[src/rtl/bcd_display_driver.sv]
// Three-digit 7-segment driver for the keypad calculator result.
// Iterative double-dabble (one bit per clock), then per-digit encode.
module bcd_display_driver #(
    parameter int WIDTH          = 10,
    parameter int BLANK_LEADING  = 1,
    parameter int SEG_ACTIVE_LOW = 0
) (
    input  logic             clk_in,
    input  logic             rst_n,
    input  logic             load,
    input  logic [WIDTH-1:0] value,
    output logic             busy,
    output logic             done,
    output logic             overflow,
    output logic [20:0]      display
);

    typedef enum logic [1:0] {
        IDLE,
        SHIFT,
        UPDATE
    } state_t;

    localparam logic [3:0]  LAST = 4'(WIDTH - 1);
    localparam logic [20:0] OFF  =
        (SEG_ACTIVE_LOW != 0) ? {21{1'b1}} : 21'd0;
    localparam logic [6:0]  DASH = 7'h40;

    state_t           state_q;
    state_t           state_d;
    logic [WIDTH-1:0] shift_q;
    logic [15:0]      bcd_q;
    logic [15:0]      bcd_adj;
    logic [3:0]       count_q;
    logic [20:0]      disp_d;
    logic             ovf_d;
    logic [6:0]       seg_h;
    logic [6:0]       seg_t;
    logic [6:0]       seg_u;

    function automatic logic [6:0] seg7(input logic [3:0] d);
        logic [6:0] s;
        unique case (d)
            4'd0:    s = 7'h3F;
            4'd1:    s = 7'h06;
            4'd2:    s = 7'h5B;
            4'd3:    s = 7'h4F;
            4'd4:    s = 7'h66;
            4'd5:    s = 7'h6D;
            4'd6:    s = 7'h7D;
            4'd7:    s = 7'h07;
            4'd8:    s = 7'h7F;
            4'd9:    s = 7'h6F;
            default: s = 7'h00;
        endcase
        return s;
    endfunction

    assign busy = (state_q != IDLE);

    always_ff @(posedge clk_in) begin
        if (!rst_n) begin
            state_q  <= IDLE;
            shift_q  <= '0;
            bcd_q    <= '0;
            count_q  <= '0;
            done     <= 1'b0;
            overflow <= 1'b0;
            display  <= OFF;
        end else begin
            state_q <= state_d;
            done    <= 1'b0;
            unique case (state_q)
                IDLE: begin
                    if (load) begin
                        shift_q <= value;
                        bcd_q   <= '0;
                        count_q <= '0;
                    end
                end
                SHIFT: begin
                    {bcd_q, shift_q} <= {bcd_adj, shift_q} << 1;
                    count_q          <= count_q + 4'd1;
                end
                UPDATE: begin
                    display  <= disp_d;
                    overflow <= ovf_d;
                    done     <= 1'b1;
                end
                default: ;
            endcase
        end
    end

    always_comb begin
        state_d = state_q;
        unique case (state_q)
            IDLE:    if (load) state_d = SHIFT;
            SHIFT:   if (count_q == LAST) state_d = UPDATE;
            UPDATE:  state_d = IDLE;
            default: state_d = IDLE;
        endcase
    end

    // Add-3 correction happens before the shift within the same edge.
    always_comb begin
        bcd_adj = bcd_q;
        for (int i = 0; i < 4; i++) begin
            if (bcd_q[4*i +: 4] >= 4'd5)
                bcd_adj[4*i +: 4] = bcd_q[4*i +: 4] + 4'd3;
        end
    end

    always_comb begin
        ovf_d = (bcd_q[15:12] != 4'd0);
        seg_h = seg7(bcd_q[11:8]);
        seg_t = seg7(bcd_q[7:4]);
        seg_u = seg7(bcd_q[3:0]);
        if (BLANK_LEADING != 0 && bcd_q[11:8] == 4'd0) begin
            seg_h = 7'h00;
            if (bcd_q[7:4] == 4'd0)
                seg_t = 7'h00;
        end
        if (ovf_d)
            disp_d = {DASH, DASH, DASH};
        else
            disp_d = {seg_h, seg_t, seg_u};
        // XOR with the reset pattern applies common-anode inversion.
        disp_d = disp_d ^ OFF;
    end

endmodule

[config.mk]
export PLATFORM = sky130hd
export DESIGN_NAME = bcd_display_driver
export DESIGN_NICKNAME = d
export VERILOG_FILES = /design/src/rtl/bcd_display_driver.sv
export SDC_FILE = /design/constraint.sdc
export NUM_CORES = 1
export LEC_CHECK = 0
export CAP_MARGIN = 10
export CORE_MARGIN = 2
export CORE_UTILIZATION = 36
export DETAILED_ROUTE_END_ITERATION = 8
export MAX_ROUTING_LAYER = met4
export PLACE_DENSITY_LB_ADDON = 0.2
export SLEW_MARGIN = 20
export SYNTH_ARGS = -nofsm -noshare
export SYNTH_HDL_FRONTEND = slang
export SYNTH_SLANG_ARGS = --single-unit
[constraint.sdc]
create_clock -name clk_in -period 6 [get_ports clk_in]
set_clock_uncertainty 0.05 [all_clocks]
set_input_delay 0.9 -clock clk_in [delete_from_list [all_inputs] [get_ports clk_in]]
set_output_delay 0.9 -clock clk_in [all_outputs]
set_load 0.03 [all_outputs]
==> results.sh, run 1 <==
export IMPL_max_cap_violations=0
export IMPL_cts_resized=0
export IMPL_ant_nets=0
export IMPL_hold_path_class="reg2reg"
export IMPL_portBuffers=36
export IMPL_pwr_share_seq=0.493
export IMPL_worstSetupPathType="reg2reg"
export IMPL_dieArea_mm2=0.0117
export IMPL_vdd_drop_max_mv=0.111
export IMPL_drtIter0Drc=136
export IMPL_tns_ns=0
export IMPL_relSlewSlack=0.444
export IMPL_min_period_over_period=0.509
export IMPL_p_sw_mw=0.230
export IMPL_ctsHoldBuffers=0
export IMPL_ys_seq_area_frac=0.389
export IMPL_overflow=0
export IMPL_post_dp_cell_area_mm2=0.00433
export IMPL_synth_edf_count=0
export IMPL_layout_area_overhead_vs_synth_pct=16.7
export IMPL_initial_core_util=0.366
export IMPL_setup_viol=0
export IMPL_cellInternalPower_mw=0.822
export IMPL_fin_area_mm2=0.00457
export IMPL_synth_common_cells="dfxtp_1, nand2_1, nor2b_1"
export IMPL_synth_cell_type_count=57
export IMPL_grt_start_max_net_pins=41
export IMPL_cts_tree="done"
export IMPL_timing_fmax_ghz=0.327
export IMPL_synth_top_cell_area_share=0.389
export IMPL_fp_dieW_um=108
export IMPL_synth_largest_area_cell="dfxtp_1"
export IMPL_syn_area_mm2=0.00391
export IMPL_post_cts_buffers=0
export IMPL_outcome="complete, no violations"
export IMPL_cts_root_buf="clkbuf_8"
export IMPL_synth_most_common_cell="dfxtp_1"
export IMPL_rows=38
export IMPL_core_area_mm2=0.0107
export IMPL_async_flop_share=0
export IMPL_swShare=0.219
export IMPL_power_density_mw_per_mm2=231
export IMPL_ys_warn_count=0
export IMPL_cts_buffers=9
export IMPL_route_detailed_drc=0
export IMPL_routed_wl_um=8600
export IMPL_antenna_cells=0
export IMPL_crit_start="state_q[0]"
export IMPL_p_leak_nw=1.80
export IMPL_grt_use_total=0.162
export IMPL_place_ws_ns=2.70
export IMPL_io_pins=37
export IMPL_crit_path_end_kind="flip-flop"
export IMPL_hold_viol_final=0
export IMPL_slew_violations=0
export IMPL_clock_sinks=76
export IMPL_vias_per_cell=5.26
export IMPL_die_y_um=108
export IMPL_fin_ws_ns=2.95
export IMPL_clock_power_share=0.451
export IMPL_rsz0062_at_grt="no"
export IMPL_crit_required_ns=6.16
export IMPL_grt_pass1_vias=3021
export IMPL_synth_nets=476
export IMPL_start_kind="flip-flop"
export IMPL_syn_inst=435
export IMPL_htree_levels=3
export IMPL_grt_pass1_wl_um=14600
export IMPL_reg2reg_from="state_q[0]"
export IMPL_drtPass1Iterations=4
export IMPL_gp_congestion=0.836
export IMPL_clk_latency_ns=0.35
export IMPL_fin_crit_ns=3.05
export IMPL_antenna_found_initial=0
export IMPL_vias=3148
export IMPL_clk_pin_slew_ns=0.09
export IMPL_cts_buffer_depth=2
export IMPL_synth_seq_cells=76
export IMPL_arrival_ns=3.22
export IMPL_power_frac_comb=0.056
export IMPL_place_hpwl_um=5870
export IMPL_drive_gt1_frac=0.0786
export IMPL_fin_util=0.427
export IMPL_tightest_slew_ns=0.834
export IMPL_ys_top_cells_by_area="dfxtp_1, ha_1, nor2b_1, a22oi_1, nand2_1"
export IMPL_final_net_count=495
export IMPL_avgSynthCellArea_um2=8.99
export IMPL_routedWlPerCell_um=14.4
export IMPL_synth_flop_cell="dfxtp_1"
export IMPL_worstPathMaxFanout=22
==> per-layer routing <==
| metal | up-vias | track usage | wire length [µm] |
|---|---|---|---|
| met4 | 0 | 0.0430 | 92 |
| met3 | 8 | 0.0313 | 265 |
| met2 | 49 | 0.265 | 4060 |
| met5 | - | - | 0 |
| met1 | 1500 | 0.207 | 4190 |
| li1 | 1591 | - | - |
==> worst paths after layout <==
| check | end | cells past startpoint | slack [ns] |
|---|---|---|---|
| max reg2reg | flip-flop | 7 | 2.95 |
| max | flip-flop | 7 | 2.95 |
| min | display[20] | 2 | 0.42 |
| min reg2reg | display[20] | 2 | 0.42 |
==> worst max-delay path: stages (launching register included) <==
cell and delay (ns):
dfxtp_1 0.65, and2b_1 0.74, o21ai_0 0.30, a21boi_0 0.50, inv_1 0.19, ha_1 0.24, nor3b_1 0.19, a311oi_1 0.07
==> layout make-up <==
type / instances / area (µm²)
timing repair buffer: 38 / 370
clock buffer: 10 / 138
fill: 1052 / 6130
sequential: 76 / 1520
multi-input combinational: 304 / 2170
inverter: 25 / 93.8
tap: 140 / 175
clock inverter: 5 / 100
==> cells in the final DEF (no fill, tap or decap), types with 5 or more instances in the layout <==
cell and instances:
and3_1 6, a211o_1 5, nor2b_1 30, inv_1 22
a22oi_1 23, ha_1 28, a21o_1 5, o21ai_0 16
and2_1 11, nand2_1 33, dfxtp_1 76, a21oi_1 15
nand2b_1 7, nand3_1 16, clkbuf_8 10, nor2_1 16
o211a_1 9, clkdlybuf4s50_1 35, a21boi_0 5
==> cell families (layout without fill, tap and decap cells) <==
group | after synthesis | after routing | share of synthesized area
adder cells (fa/ha/maj) | 28 | 28 | 0.0896
flip-flops | 76 | 76 | 0.389
AND/OR/NAND/NOR | 148 | 148 | 0.213
multiplexers | 3 | 3 | 0.00800
XOR/XNOR | 3 | 3 | 0.00672
buffers and inverters | 55 | 78 | 0.0576
AO/OA/AOI/OAI | 122 | 122 | 0.236
==> per-stage QoR <==
step,total power [mW],hold WS (ns),std cells
2_1_floorplan,0.571,0.384,435
3_3_place_gp,0.589,0.407,583
3_5_place_dp,0.590,0.418,583
4_1_cts,1.07,0.424,598
5_1_grt,1.09,0.458,598
6_report,1.05,0.422,598
==> power by group through the flow <==
stage	clock network, mW	registers [mW]	logic (mW)
2_1_floorplan	0	0.528	0.0431
3_3_place_gp	0	0.530	0.0581
3_5_place_dp	0	0.530	0.0593
4_1_cts	0.487	0.519	0.0595
5_1_grt	0.507	0.520	0.0660
6_report	0.475	0.519	0.0588
(Power assumes the default switching activity.)
==> inputs of run 2 (changes only) <==
Clock period 6 ns to 2.7 ns, I/O delays scaled along.
==> results.sh, run 2 (synthesized netlist as in run 1, its figures left out) <==
export IMPL_outcome="complete, no violations"
export IMPL_dieArea_mm2=0.0117
export IMPL_antenna_cells=0
export IMPL_grt_pass1_wl_um=15000
export IMPL_slew_violations=0
export IMPL_multi_input_area_mm2=0.00216
export IMPL_vdd_drop_max_mv=0.322
export IMPL_arrival_ns=2.69
export IMPL_grt_pass1_vias=3172
export IMPL_clk_pin_slew_ns=0.08
export IMPL_post_cts_buffers=0
export IMPL_antenna_found_initial=0
export IMPL_gp_congestion=0.833
export IMPL_final_net_count=519
export IMPL_cts_buffer_depth=2
export IMPL_max_cap_violations=0
export IMPL_htree_levels=3
export IMPL_portBuffers=36
export IMPL_timing_fmax_ghz=0.402
export IMPL_drive_gt1_frac=0.124
export IMPL_final_cell_mix="dfxtp_1, clkdlybuf4s50_1, nand2_1, nor2b_1, ha_1"
export IMPL_routedWlPerCell_um=14.4
export IMPL_fin_ws_ns=0.211
export IMPL_crit_required_ns=2.90
export IMPL_tightest_slew_ns=0.615
export IMPL_crit_path_end_kind="flip-flop"
export IMPL_grt_met3_usage=0.0398
export IMPL_vias=3223
export IMPL_ctsHoldBuffers=0
export IMPL_vias_per_cell=5.17
export IMPL_use_met1=0.199
export IMPL_die_y_um=108
export IMPL_cts_root_buf="clkbuf_8"
export IMPL_worstSetupPathType="reg2reg"
export IMPL_hold_viol_final=0
export IMPL_initial_core_util=0.366
export IMPL_fin_crit_ns=2.49
export IMPL_p_leak_nw=1.93
export IMPL_place_hpwl_um=6370
export IMPL_start_kind="flip-flop"
export IMPL_fp_dieW_um=108
export IMPL_cts_buffers=9
export IMPL_layout_area_overhead_vs_synth_pct=22.5
export IMPL_nFillCells=1050
export IMPL_drtIter0Drc=143
export IMPL_ff_latch_area_mm2=0.00152
export IMPL_ant_nets=0
export IMPL_cts_tree="done"
export IMPL_hold_path_class="reg2reg"
export IMPL_cts_resized=0
export IMPL_relSlewSlack=0.589
export IMPL_overflow=0
export IMPL_io_pins=37
export IMPL_grt_use_total=0.168
export IMPL_grt_met2_usage=0.284
export IMPL_top_usage_layer="met2"
export IMPL_place_ws_ns=0.125
export IMPL_tns_ns=0
export IMPL_core_area_mm2=0.0107
export IMPL_min_period_over_period=0.922
export IMPL_clock_sinks=76
export IMPL_setup_viol=0
export IMPL_worstPathMaxFanout=6
export IMPL_final_common_cell="dfxtp_1"
export IMPL_routed_wl_um=8950
export IMPL_power_density_mw_per_mm2=517
export IMPL_clk_latency_ns=0.35
export IMPL_grt_start_max_net_pins=38
export IMPL_rsz0062_at_grt="no"
export IMPL_rows=38
export IMPL_route_detailed_drc=0
export IMPL_drtPass1Iterations=4
-- run 2: changes by cell type in the layout (fill, tap and decap cells not counted), sizes merged --
cell      change
clkinvlp      +2
bufinv        +1
buf          +24
clkinv        -2
-- run 2: final cells by class --
type / instances / share of cell area
timing repair buffer: 62 / 0.118
clock inverter: 6 / 0.0282
tap: 140 / 0.0366
inverter: 25 / 0.0196
sequential: 76 / 0.318
clock buffer: 10 / 0.0287
multi-input combinational: 304 / 0.452
-- run 2: layer usage --
layer | wire [µm] | vias up
met2 | 4380 | 52
li1 | - | 1643
met5 | 0 | -
met1 | 4180 | 1520
met3 | 312 | 8
met4 | 79 | 0
-- run 2: report_power, final --
| part | switching (mW) | internal [mW] | total [mW] |
|---|---|---|---|
| combinational | 0.0793 | 0.0714 | 0.151 |
| sequential | 0.0124 | 1.14 | 1.15 |
| clock | 0.442 | 0.733 | 1.18 |
-- run 2: final timing paths --
| kind | from | to | slack (ns) | cells after the start |
|---|---|---|---|---|
| setup / recovery | bcd_q[1] | seg_u[0] | 0.21 | 9 |
| hold / removal | flip-flop | display[20] | 0.42 | 2 |
| setup reg to reg | bcd_q[1] | seg_u[0] | 0.21 | 9 |
| hold reg to reg | flip-flop | display[20] | 0.42 | 2 |
-- run 2: critical path, stage by stage (launching register included) --
cell      delay (ns)
dfxtp_1         0.39
inv_1           0.09
ha_1            0.17
nand2b_1        0.22
a2111o_1        0.45
nand3_1         0.11
nand2_1         0.09
ha_1            0.21
or4_4           0.54
o311ai_1        0.08
-- run 2: through the flow --
step                      hold WS, ns  power (mW)  cells  utilization  area (µm²)
final                           0.420        2.48    623        0.448        4790
after global routing            0.444        2.57    623        0.448        4790
after CTS                       0.429        2.52    623        0.448        4790
after detailed placement        0.416        1.33    607        0.422        4520
after global placement          0.408        1.33    607        0.422        4520
after floorplan                 0.384        1.27    435            -        3910
==> inputs of run 3 (changes only) <==
Settings changed: CORE_MARGIN 2 to 1.
==> results.sh, run 3 (synthesized netlist as in run 1, its figures left out) <==
export IMPL_outcome="complete, no violations"
export IMPL_cts_root_buf="clkbuf_8"
export IMPL_route_detailed_drc=0
export IMPL_rows=37
export IMPL_place_ws_ns=0.0120
export IMPL_fin_crit_ns=2.52
export IMPL_ff_latch_area_mm2=0.00152
export IMPL_cts_buffers=9
export IMPL_die_y_um=106
export IMPL_clock_sinks=76
export IMPL_tightest_slew_ns=0.843
export IMPL_grt_pass1_vias=3229
export IMPL_drtPass1Iterations=4
export IMPL_whs_ns=0.429
export IMPL_start_kind="flip-flop"
export IMPL_relSlewSlack=0.438
export IMPL_fin_area_mm2=0.00477
export IMPL_antenna_cells=0
export IMPL_cts_tree="done"
export IMPL_min_to="display[18]"
export IMPL_hold_path_class="reg2reg"
export IMPL_reg2regPathDepth=9
export IMPL_min_period_over_period=0.933
export IMPL_rsz0062_at_grt="no"
export IMPL_power_density_mw_per_mm2=495
export IMPL_min_path_cells=2
export IMPL_final_cell_mix="dfxtp_1, clkdlybuf4s50_1, nand2_1, nor2b_1, buf_4"
export IMPL_vias_per_cell=5.26
export IMPL_overflow=0
export IMPL_place_hpwl_um=6310
export IMPL_clk_pin_slew_ns=0.09
export IMPL_fin_util=0.458
export IMPL_portBuffers=36
export IMPL_routed_wl_um=8750
export IMPL_grt_start_max_net_pins=24
export IMPL_layout_area_overhead_vs_synth_pct=21.9
export IMPL_post_dp_cell_area_mm2=0.00453
export IMPL_vdd_drop_max_mv=0.262
export IMPL_hold_viol_final=0
export IMPL_grt_use_total=0.171
export IMPL_multi_input_area_mm2=0.00216
export IMPL_ff2ff_setup_slack_ns=0.18
export IMPL_grt_pass1_wl_um=15000
export IMPL_max_cap_violations=0
export IMPL_io_pins=37
export IMPL_slew_violations=0
export IMPL_p_leak_nw=1.93
export IMPL_drive_gt1_frac=0.129
export IMPL_crit_required_ns=2.90
export IMPL_timing_fmax_ghz=0.397
export IMPL_vias=3277
export IMPL_final_common_cell="dfxtp_1"
export IMPL_setup_viol=0
export IMPL_core_area_mm2=0.0104
export IMPL_post_cts_buffers=0
export IMPL_routedWlPerCell_um=14.1
export IMPL_cts_resized=0
export IMPL_final_net_count=523
export IMPL_arrival_ns=2.72
export IMPL_worstPathMaxFanout=6
export IMPL_reg2reg_from="bcd_q[1]"
export IMPL_crit_path_end_kind="flip-flop"
export IMPL_worstSetupPathType="reg2reg"
export IMPL_initial_core_util=0.375
export IMPL_clk_latency_ns=0.35
export IMPL_fp_dieW_um=106
export IMPL_htree_levels=3
export IMPL_dieArea_mm2=0.0113
export IMPL_fin_ws_ns=0.180
export IMPL_drtIter0Drc=81
export IMPL_nFillCells=1032
export IMPL_ant_nets=0
export IMPL_ctsHoldBuffers=0
export IMPL_cts_buffer_depth=2
export IMPL_tns_ns=0
export IMPL_r2r_end="seg_u[3]"
export IMPL_antenna_found_initial=0
export IMPL_gp_congestion=0.890
run 3: changes by cell type in the layout (fill, tap and decap cells not counted), sizes merged:
cell,before,now
clkinv,0,1
inv,25,26
clkinvlp,2,1
buf,27,31
bufinv,4,3
run 3: worst max-delay path by stage:
stage                 to  cells after the start      from  slack (ns)
6_report        seg_u[3]                      9  bcd_q[1]        0.18
4_1_cts         seg_u[3]                      9  bcd_q[1]        0.20
5_1_grt         seg_u[3]                      9  bcd_q[1]       0.006
2_1_floorplan  flip-flop                     12  bcd_q[9]        0.23
3_5_place_dp    seg_u[3]                      8      load        0.01
3_3_place_gp    seg_u[3]                      8      load        0.06
run 3: critical path: stages (launching register included):
cell,delay (ns)
dfxtp_1,0.39
inv_1,0.09
ha_1,0.17
nand2b_1,0.21
a2111o_1,0.45
nand3_1,0.12
nand2_1,0.09
ha_1,0.21
or4_4,0.54
o311ai_1,0.09
run 3: stage by stage:
step | total power, mW | cells
finish | 2.36 | 623
global route | 2.46 | 623
CTS | 2.38 | 623
detailed placement | 1.33 | 607
global placement | 1.33 | 607
floorplan | 1.27 | 435
run 3: cell type report:
class / instances / area share
Clock inverter: 6 / 0.0233
Tap cell: 136 / 0.0357
Timing Repair Buffer: 66 / 0.122
Clock buffer: 10 / 0.0268
Multi-Input combinational cell: 304 / 0.454
Inverter: 25 / 0.0197
Sequential cell: 76 / 0.319
run 3: where the power goes:
| group | total (mW) | internal, mW | switching [mW] |
|---|---|---|---|
| Combinational | 0.152 | 0.0723 | 0.0792 |
| Clock | 1.06 | 0.616 | 0.441 |
| Sequential | 1.15 | 1.14 | 0.0130 |
run 3: routing by layer:
| layer | global-route usage | share of wire | vias up |
|---|---|---|---|
| li1 | - | - | 1654 |
| met5 | - | 0 | - |
| met3 | 0.0392 | 0.037 | 9 |
| met4 | 0.0744 | 0.014 | 0 |
| met2 | 0.267 | 0.46 | 62 |
| met1 | 0.212 | 0.49 | 1552 |
